==> config.mk <==
export PLATFORM = sky130hd
export DESIGN_NAME = climate_controller
export DESIGN_NICKNAME = d
export VERILOG_FILES = /design/src/rtl/climate_controller.sv
export SDC_FILE = /design/constraint.sdc
export NUM_CORES = 1
export LEC_CHECK = 0
export CAP_MARGIN = 20
export CORE_AREA = 2 2 39 41
export CTS_BUF_LIST = sky130_fd_sc_hd__clkbuf_8
export CTS_CLUSTER_DIAMETER = 40
export CTS_CLUSTER_SIZE = 20
export DETAILED_ROUTE_END_ITERATION = 12
export DIE_AREA = 0 0 41 43
export GPL_ROUTABILITY_DRIVEN = 0
export HOLD_SLACK_MARGIN = 0.08
export PLACE_DENSITY = 0.64
export SLEW_MARGIN = 40
export SYNTH_ARGS = -nofsm -noshare
export SYNTH_HDL_FRONTEND = slang
export SYNTH_SLANG_ARGS = --single-unit
==> constraint.sdc <==
create_clock -name clk -period 2.1 [get_ports clk]
set_input_delay 0.42 -clock clk [delete_from_list [all_inputs] [get_ports clk]]
set_output_delay 0.42 -clock clk [all_outputs]
set_load 0.03 [all_outputs]
==> src/rtl/climate_controller.sv <==
// Hysteresis heater/cooler FSM with minimum-dwell lockout and mode override.
// Define CLIMATE_FAULT_DETECT_EN to add sticky out-of-range sensor fault detection.
module climate_controller #(
    parameter int TEMP_W    = 5,
    parameter int HEAT_ON   = 18,
    parameter int HEAT_OFF  = 20,
    parameter int COOL_ON   = 23,
    parameter int COOL_OFF  = 20,
    parameter int MIN_DWELL = 4
`ifdef CLIMATE_FAULT_DETECT_EN
    ,
    parameter int TEMP_MIN  = 2,
    parameter int TEMP_MAX  = 30,
    parameter int FAULT_CNT = 3
`endif
) (
    input  logic              clk,
    input  logic              rst_n,
    input  logic [TEMP_W-1:0] temperature,
    input  logic              temp_valid,
    input  logic [1:0]        mode,
    output logic              heating,
    output logic              cooling,
    output logic [1:0]        state,
    output logic              locked,
    output logic              fault
);

    typedef enum logic [1:0] {
        IDLE    = 2'b00,
        COOLING = 2'b01,
        HEATING = 2'b10,
        FAULT   = 2'b11
    } state_t;

    localparam logic [1:0] MODE_AUTO = 2'b00;
    localparam logic [1:0] MODE_HEAT = 2'b01;
    localparam logic [1:0] MODE_COOL = 2'b10;
    localparam logic [1:0] MODE_OFF  = 2'b11;

    localparam int DW = (MIN_DWELL > 0) ? $clog2(MIN_DWELL + 1) : 1;
    localparam logic [DW-1:0] DWELL_MAX = DW'(MIN_DWELL);

    // Thresholds cast to the sample width so every compare is unsigned and wrap-free.
    localparam logic [TEMP_W-1:0] T_HEAT_ON  = TEMP_W'(HEAT_ON);
    localparam logic [TEMP_W-1:0] T_HEAT_OFF = TEMP_W'(HEAT_OFF);
    localparam logic [TEMP_W-1:0] T_COOL_ON  = TEMP_W'(COOL_ON);
    localparam logic [TEMP_W-1:0] T_COOL_OFF = TEMP_W'(COOL_OFF);

    state_t        cur;
    logic [DW-1:0] dwell;
    logic          can_act;

    assign can_act = temp_valid && (dwell == DWELL_MAX);

`ifdef CLIMATE_FAULT_DETECT_EN
    localparam int FW = (FAULT_CNT > 0) ? $clog2(FAULT_CNT + 1) : 1;
    localparam logic [FW-1:0]     FCNT_MAX = FW'(FAULT_CNT);
    localparam logic [TEMP_W-1:0] T_MIN    = TEMP_W'(TEMP_MIN);
    localparam logic [TEMP_W-1:0] T_MAX    = TEMP_W'(TEMP_MAX);

    logic [FW-1:0] fault_cnt;
    logic          out_of_range;

    assign out_of_range = (temperature < T_MIN) || (temperature > T_MAX);
`endif

    // Priority: reset, fault entry, mode-forced idle, then dwell-gated thresholds.
    always_ff @(posedge clk) begin
        if (!rst_n) begin
            cur   <= IDLE;
            dwell <= '0;
`ifdef CLIMATE_FAULT_DETECT_EN
            fault_cnt <= '0;
`endif
        end else begin
            if (dwell != DWELL_MAX) begin
                dwell <= dwell + DW'(1);
            end
`ifdef CLIMATE_FAULT_DETECT_EN
            if (temp_valid) begin
                if (!out_of_range) begin
                    fault_cnt <= '0;
                end else if (fault_cnt != FCNT_MAX) begin
                    fault_cnt <= fault_cnt + FW'(1);
                end
            end
            if (fault_cnt == FCNT_MAX) begin
                if (cur != FAULT) begin
                    cur   <= FAULT;
                    dwell <= '0;
                end
            end else
`endif
            begin
                case (cur)
                    IDLE: begin
                        if (mode != MODE_OFF && can_act) begin
                            if (temperature <= T_HEAT_ON &&
                                (mode == MODE_AUTO || mode == MODE_HEAT)) begin
                                cur   <= HEATING;
                                dwell <= '0;
                            end else if (temperature >= T_COOL_ON &&
                                         (mode == MODE_AUTO || mode == MODE_COOL)) begin
                                cur   <= COOLING;
                                dwell <= '0;
                            end
                        end
                    end
                    HEATING: begin
                        if (mode == MODE_OFF || mode == MODE_COOL ||
                            (can_act && temperature >= T_HEAT_OFF)) begin
                            cur   <= IDLE;
                            dwell <= '0;
                        end
                    end
                    COOLING: begin
                        if (mode == MODE_OFF || mode == MODE_HEAT ||
                            (can_act && temperature <= T_COOL_OFF)) begin
                            cur   <= IDLE;
                            dwell <= '0;
                        end
                    end
                    default: begin
                        cur <= cur;
                    end
                endcase
            end
        end
    end

    assign state   = cur;
    assign heating = (cur == HEATING);
    assign cooling = (cur == COOLING);
    assign locked  = (cur != FAULT) && (dwell < DWELL_MAX);
`ifdef CLIMATE_FAULT_DETECT_EN
    assign fault   = (cur == FAULT);
`else
    assign fault   = 1'b0;
`endif

endmodule
======== Word-level counts from Yosys, hierarchy flattened ========
Cells that the tools add are included.
operators by class
  reduce and logical (&&, ||, !) cells .... 17
  equal/unequal tests ..................... 13
  multiplexer cells ....................... 13
  add/sub/neg operators ................... 1
  order comparisons ....................... 5
operators with widths
  kind                   count
  $mux W3                6
  $ge A5 B5 Y1 const B   2
  $le A5 B5 Y1 const B   2
  $mux W2                5
  $pmux W3 S3            1
  $logic_and A1 B1 Y1    7
  $eq A2 B2 Y1 const B   3
  $logic_or A1 B1 Y1     6
  $ne A2 B2 Y1 const B   3
  $ne A3 B3 Y1 const B   2
  $pmux W2 S3            1
  $reduce_and A5 Y1      1
  $eq A2 B1 Y1 const B   2
  $logic_not A2 Y1       2
  $ne A2 B1 Y1 const B   2
  $add A3 B1 Y3 const B  1
  $eq A3 B3 Y1 const B   1
  $lt A3 B3 Y1 const B   1
  $reduce_bool A3 Y1     1
word-level totals
  word-level logic and storage cells ...... 51
  output and inout bits ................... 6
  bits in registers ....................... 5
  bits of input ports ..................... 10

======== Longest topological paths before layout ========
Gate-level depths: netlist of run 1.
  depth in word-level cells ............... 7
  mapped depth ............................ 6
  depth with buffers taken out ............ 6

======== Worst setup path before layout of run 1 ========
OpenSTA, ideal clock, no wires.
  path kind ............................... flip-flop to flip-flop
  start point ............................. register cur[1], in the netlist state[1]
  end point ............................... register dwell[2]
  data required time ...................... 2004 ps
  buffers on the path ..................... 0
  library setup time ...................... 96 ps
  cell stages (with the launch flop) ...... 6
  arrival ................................. 1619 ps
  path slack .............................. 385 ps
  path through ............................ dfxtp_1 ha_1 nor2b_1 o21ai_0 o2111a_2 nor4b_1
on the way
  word-level cells in the longest chain between the ends .. 2
  elaborated cells between the ends (all ways) .. 4
  classes of those cells .................. 2 x eq/ne; 1 x mux; 1 x reduce/logical
RTL lines
  element                 RTL line  RTL
  from (decl)             50        state_t cur;
  from (signal assigned)  125       cur <= cur;
  $eq A2 B2 Y1            -
  net heating             22        output logic heating,
  $pmux W3 S3             96        case (cur)
  to (signal assigned)    78        dwell <= dwell + DW'(1);
  to (decl)               51        logic [DW-1:0] dwell;
The timed path passes the listed nets, and every way through them passes these cells.
A chain may end at the register's enable or synchronous reset.

======== Worst setup path after layout of run 1 ========
  start point ............................. register cur[0], in the netlist state[0]
  end point ............................... output port locked
on the way
  word-level cells in the longest chain between the ends .. 2
RTL lines
  element              RTL line  RTL
  $ne A2 B2 Y1         135       assign locked = (cur != FAULT) && (dwell < DWELL_MAX);
  $logic_and A1 B1 Y1  135
  to (decl)            25        output logic locked,
No other way between the ends.

==> flow_metrics.tcl, run 1 <==
set metrics [dict create \
    reg2reg_to "state[1]" \
    p_sw_uw 270 \
    cap_violations 0 \
    setup_tns_ns 0 \
    grt_pass1_vias 337 \
    grt_max_degree 8 \
    max_freq_mhz 504 \
    synth_nets 66 \
    max_stage_delay_ns 0.68 \
    r2r_start "dwell[0]" \
    overflow 0 \
    htreeDepth 1 \
    critPathLaunch "state[0]" \
    ant_nets 0 \
    skew_ns 0.00236 \
    synth-main-ff-cell "dfxtp_1" \
    powerDensity_nw_per_um2 1100 \
    total_power_uw 685 \
    mostFrequentLayoutCells "clkdlybuf4s50_1, inv_1, ha_1, nand2_1, dfxtp_1" \
    cts_root_buf "clkbuf_8" \
    dr_total_vias 410 \
    status "complete, no violations" \
    synth_edf_count 0 \
    drive_above_1_share_pct 7.46 \
    min-delay-start "state[1]" \
    period_share_pct 94.5 \
    diodes 0 \
    cts_tree "built" \
    startpoint_type "flip-flop" \
    synth.area.top_cells "dfxtp_1, ha_1, mux2i_1" \
    crit_path_top_delay_cell "clkdlybuf4s50_1" \
    hold_path_class "flip-flop to flip-flop" \
    grt_pass1_wl_um 1280 \
    die-area_um2 1760 \
    clk_latency_ns 0.22 \
    yosysTopAreaCell "dfxtp_1" \
    ios 16 \
    placed_cell_area_um2 577 \
    critical_path_class "flip-flop to output pin" \
    layout_commonest_cell "clkdlybuf4s50_1" \
    grt_usage_pct 11.1 \
    worstPathMaxFanout 5 \
    die_width_um 41 \
    synth_top_area_share_pct 23.6 \
    drt_iter0_markers 10 \
    die_h_um 43 \
    syn_inst 50 \
    mappedNetlistArea_um2 424 \
    p_int_uw 414 \
    fin_area_um2 622 \
    wire_per_inst_um 11.2 \
    whs_path_depth 2 \
    pre_cts_ws_ns 0.0804 \
    reg2reg_slack_ns 0.41 \
    synth-seq-cells 5 \
    area_delta_synth_final_pct 46.6 \
    clkTransAtPathRegs_ns 0.04 \
    min_period_ns 1.98 \
    dp_cells 79 \
    critPathRequiredTime_ns 1.68 \
    leakagePower_nw 0.239 \
    drtPass1Iterations 4 \
    yosys.cell_types.count 24 \
    core_area_um2 1380 \
    finalNonFillerCells 83 \
    path_buf_inv 1 \
    endpoint_kind "output pin" \
    async_flop_share_pct 0 \
    dp_hpwl_um 714 \
    power.share.clock_pct 25.6 \
    cts_setup_buffers 0 \
    holdPathEnd "state[1]" \
    rsz0062_at_grt "no" \
    report.final.slew_viol_count 0 \
    start_util_pct 30.7 \
    cp.depth 3 \
    setup_viol 0 \
    antenna_found_initial 0 \
    yosysWarnings 0 \
    r2r_cells 6 \
    synth_seq_area_share_pct 23.6 \
    cts_buffers 3 \
    comb_power_share_pct 50.0 \
    cts.sinks 5 \
    p_seq_share_pct 24.5 \
    crit_family "buffers and inverters" \
    ir_worst_vdd_uv 558 \
    std_cell_rows 14 \
    setup_ws_ns 0.116 \
    portBuffers 14 \
    worstPathCellList "ha_1 > nor2_1 > clkdlybuf4s50_1" \
    syn_area_per_cell_um2 8.48 \
    hold_buffers 0 \
    final_nets 84 \
    switching_share_pct 39.5 \
    cts_resized 0 \
    vias_per_cell 4.94 \
    arrival_ns 1.56 \
    finalWirelength_um 930 \
    hold_viol_final 0 \
    clockBufferDepth 2 \
    drc 0 \
]
==> flip-flops by register name, summed over array words and instances, names as in the netlist <==
name / count
state: 2
dwell: 3
==> final cells by class <==
| type | instances | area [um^2] |
|---|---|---|
| flip-flops and latches | 5 | 100 |
| inverters | 6 | 22.5 |
| clock buffers | 3 | 41.3 |
| fillers | 150 | 762 |
| multi-input cells | 38 | 294 |
| well taps | 16 | 20.0 |
| clock inverters | 1 | 3.75 |
| repair buffers | 14 | 140 |
==> per-layer routing <==
| layer | up-vias | track usage (%) | share of wire, % |
|---|---|---|---|
| met5 | - | 0 | 0 |
| met4 | 0 | 8.00 | 0 |
| met3 | 0 | 3.14 | 6.9 |
| met2 | 17 | 16.3 | 45 |
| met1 | 181 | 13.0 | 48 |
| li1 | 212 | - | - |
==> worst register-to-register path, stage by stage, from the launching register on <==
cell      delay, ns
dfxtp_1        0.33
inv_1          0.06
ha_1           0.24
nand3_2        0.11
o41ai_1        0.37
o2111a_2       0.30
mux2i_1        0.19
==> synthesized netlist by cell type, types with 2 or more instances <==
cell and instances:
dfxtp_1 5, ha_1 6, inv_1 6, mux2i_1 3
nand2_1 5, nand4b_1 2, nor2_1 3, nor2b_1 2
nor3b_1 2, o21ai_0 2
==> through the flow <==
step / hold WS, ns / utilization, %
2_1_floorplan: 0.520 / -
3_3_place_gp: 0.502 / 41.7
3_5_place_dp: 0.518 / 41.7
4_1_cts: 0.523 / 44.9
5_1_grt: 0.573 / 44.9
6_report: 0.518 / 44.9
==> power by group through the flow <==
| stage | clock network (mW) | registers [mW] | logic [mW] |
|---|---|---|---|
| after global routing | 0.185 | 0.173 | 0.372 |
| after CTS | 0.183 | 0.168 | 0.345 |
| after global placement | 0 | 0.167 | 0.339 |
| after detailed placement | 0 | 0.170 | 0.343 |
| final | 0.175 | 0.168 | 0.342 |
| after floorplan | 0 | 0.185 | 0.217 |
==> cells by family after synthesis <==
kind of cell             count (synthesis)  share of synthesized area [%]
XOR/XNOR                                 1                           2.07
adder cells (fa/ha/maj)                  6                           17.7
flip-flops                               5                           23.6
buffers and inverters                    7                           7.08
AO/OA/AOI/OAI                           10                           18.0
multiplexers                             3                           7.08
AND/OR/NAND/NOR                         17                           23.6
other                                    1                          0.884
==> worst max path at each step <==
stage                to  slack [ns]
5_1_grt          locked        0.05
3_5_place_dp   state[1]        0.08
2_1_floorplan  dwell[2]        0.39
4_1_cts          locked         0.1
6_report         locked        0.12
3_3_place_gp   state[0]        0.12
Power figures use the tool's default switching activity.
==> inputs of run 2 (changes only) <==
--- a/config.mk
+++ b/config.mk
@@ -13,8 +13,10 @@
 export DETAILED_ROUTE_END_ITERATION = 12
 export DIE_AREA = 0 0 41 43
 export GPL_ROUTABILITY_DRIVEN = 0
+export GPL_TIMING_DRIVEN = 0
 export HOLD_SLACK_MARGIN = 0.08
 export PLACE_DENSITY = 0.64
+export RECOVER_POWER = 50
 export SLEW_MARGIN = 40
 export SYNTH_ARGS = -nofsm -noshare
 export SYNTH_HDL_FRONTEND = slang
==> run 2 against run 1 <==
Register-to-register slack is essentially flat. Hold slack got worse by 0.0065 ns. Highest routed layer is now met4. Power down 1.8%. Utilization increased by 0.45 points. Clock power about the same. Sequential share of layout area shrank 0.16 points. Final cell count rose by 1.2%. Critical path depth unchanged. Largest cell class unchanged. Setup slack gained 0.0087 ns. Critical endpoint unchanged. Wire length shrank 2.8%.
==> flow_metrics.tcl, run 2 (synthesis gave the netlist of run 1 again) <==
set metrics [dict create \
    status "complete, no violations" \
    total_power_uw 673 \
    cts_tree "built" \
    ios 16 \
    switching_share_pct 39.3 \
    hold_ws_ns 0.511 \
    max_freq_mhz 506 \
    fin_area_um2 628 \
    power.share.clock_pct 26.0 \
    std_cell_rows 14 \
    cts.sinks 5 \
    period_share_pct 94.1 \
    cts_resized 0 \
    fillCellCount 154 \
    core_area_um2 1380 \
    start_util_pct 30.7 \
    finalWirelength_um 904 \
    hold_buffers 0 \
    critPathRequiredTime_ns 1.68 \
    worstPathMaxFanout 5 \
    die_h_um 43 \
    skew_ns 0.00428 \
    clk_latency_ns 0.22 \
    drtPass1Iterations 4 \
    diodes 0 \
    powerDensity_nw_per_um2 1070 \
    layout_commonest_cell "clkdlybuf4s50_1" \
    p_seq_share_pct 24.8 \
    crit_path_top_delay_cell "clkdlybuf4s50_1" \
    arrival_ns 1.56 \
    top_register "dwell" \
    startpoint_type "flip-flop" \
    cts_buffers 3 \
    wire_per_inst_um 10.8 \
    min_period_ns 1.98 \
    r2r_start "dwell[0]" \
    holdPathEnd "state[1]" \
    reg2reg_slack_ns 0.40 \
    whs_path_depth 2 \
    grt_pass1_vias 382 \
    grt_pass1_wl_um 1440 \
    ant_nets 0 \
    area_delta_synth_final_pct 48.1 \
    die_width_um 41 \
    placed_cell_area_um2 584 \
    portBuffers 14 \
    drc 0 \
    rsz0062_at_grt "no" \
    p_int_uw 408 \
    dp_hpwl_um 704 \
    cts_setup_buffers 0 \
    setup_viol 0 \
    critical_path_class "flip-flop to output pin" \
    ir_worst_vdd_uv 707 \
    pre_cts_ws_ns 0.0651 \
    leakagePower_nw 0.250 \
    dr_total_vias 404 \
    clockBufferDepth 2 \
    grt_usage_pct 12.2 \
    final_nets 85 \
    setup_tns_ns 0 \
    drt_iter0_markers 2 \
    path_buf_inv 1 \
    max_stage_delay_ns 0.67 \
    report.final.slew_viol_count 0 \
    cts_root_buf "clkbuf_8" \
    setup_ws_ns 0.125 \
    r2r_cells 6 \
    p_sw_uw 265 \
    hold_viol_final 0 \
    min-delay-start "state[1]" \
    overflow 0 \
    crit_family "buffers and inverters" \
    clkTransAtPathRegs_ns 0.04 \
    vias_per_cell 4.81 \
    drive_above_1_share_pct 7.35 \
    comb_power_share_pct 49.2 \
    hold_path_class "flip-flop to flip-flop" \
    cap_violations 0 \
    worstPathCellList "ha_1 > nor2_1 > clkdlybuf4s50_1" \
    mostFrequentLayoutCells "clkdlybuf4s50_1, inv_1, ha_1, nand2_1, dfxtp_1" \
    htreeDepth 1 \
    grt_max_degree 8 \
    largest_reg_flops 3 \
    antenna_found_initial 0 \
    reg2reg_to "state[0]" \
    die-area_um2 1760 \
    endpoint_kind "output pin" \
]
run 2: cell count changes in the layout (fill, tap and decap cells not counted), sizes merged:
| cell | before | now |
|---|---|---|
| buf | 0 | 1 |
| clkdlybuf4s50 | 14 | 12 |
| dlygate4sd3 | 0 | 2 |
run 2: how the worst max path moves through the flow:
stage,start,end,slack (ns),cells after the start
2_1_floorplan,state[1],dwell[2],0.39,5
3_3_place_gp,temperature[3],state[0],0.08,5
3_5_place_dp,temperature[3],state[1],0.07,5
4_1_cts,state[0],locked,0.11,3
5_1_grt,state[0],locked,0.07,3
6_report,state[0],locked,0.12,3
run 2: layer usage:
| layer | track usage (%) | vias up | share of wire [%] |
|---|---|---|---|
| li1 | - | 211 | - |
| met1 | 14.6 | 172 | 45 |
| met2 | 18.1 | 18 | 44 |
| met3 | 4.71 | 3 | 9.4 |
| met4 | 6.00 | 0 | 2.0 |
| met5 | 0 | - | 0 |
run 2: through the flow:
step	instances	util (%)
finish	84	45.4
global route	84	45.4
CTS	84	45.5
detailed placement	80	42.2
global placement	80	42.2
floorplan	50	-
run 2: cell type report:
| type | count | area, um^2 | area share, % |
|---|---|---|---|
| sequential | 5 | 100 | 15.9 |
| timing repair buffer | 14 | 140 | 22.3 |
| clock inverter | 1 | 3.75 | 0.598 |
| clock buffer | 3 | 41.3 | 6.57 |
| buffer | 1 | 7.51 | 1.20 |
| inverter | 6 | 22.5 | 3.59 |
| multi-input combinational | 38 | 293 | 46.6 |
| tap | 16 | 20.0 | 3.19 |
run 2: power by group through the flow:
stage	combinational, mW	sequential [mW]	clock, mW
after floorplan	0.217	0.185	0
after global placement	0.337	0.166	0
after detailed placement	0.342	0.169	0
after CTS	0.343	0.168	0.180
after global routing	0.367	0.173	0.186
final	0.331	0.167	0.175
run 2: worst min-delay path, cell delays in order, from the launching register on:
cell	delay, ns
dfxtp_1	0.34
nand2_1	0.07
mux2i_1	0.05
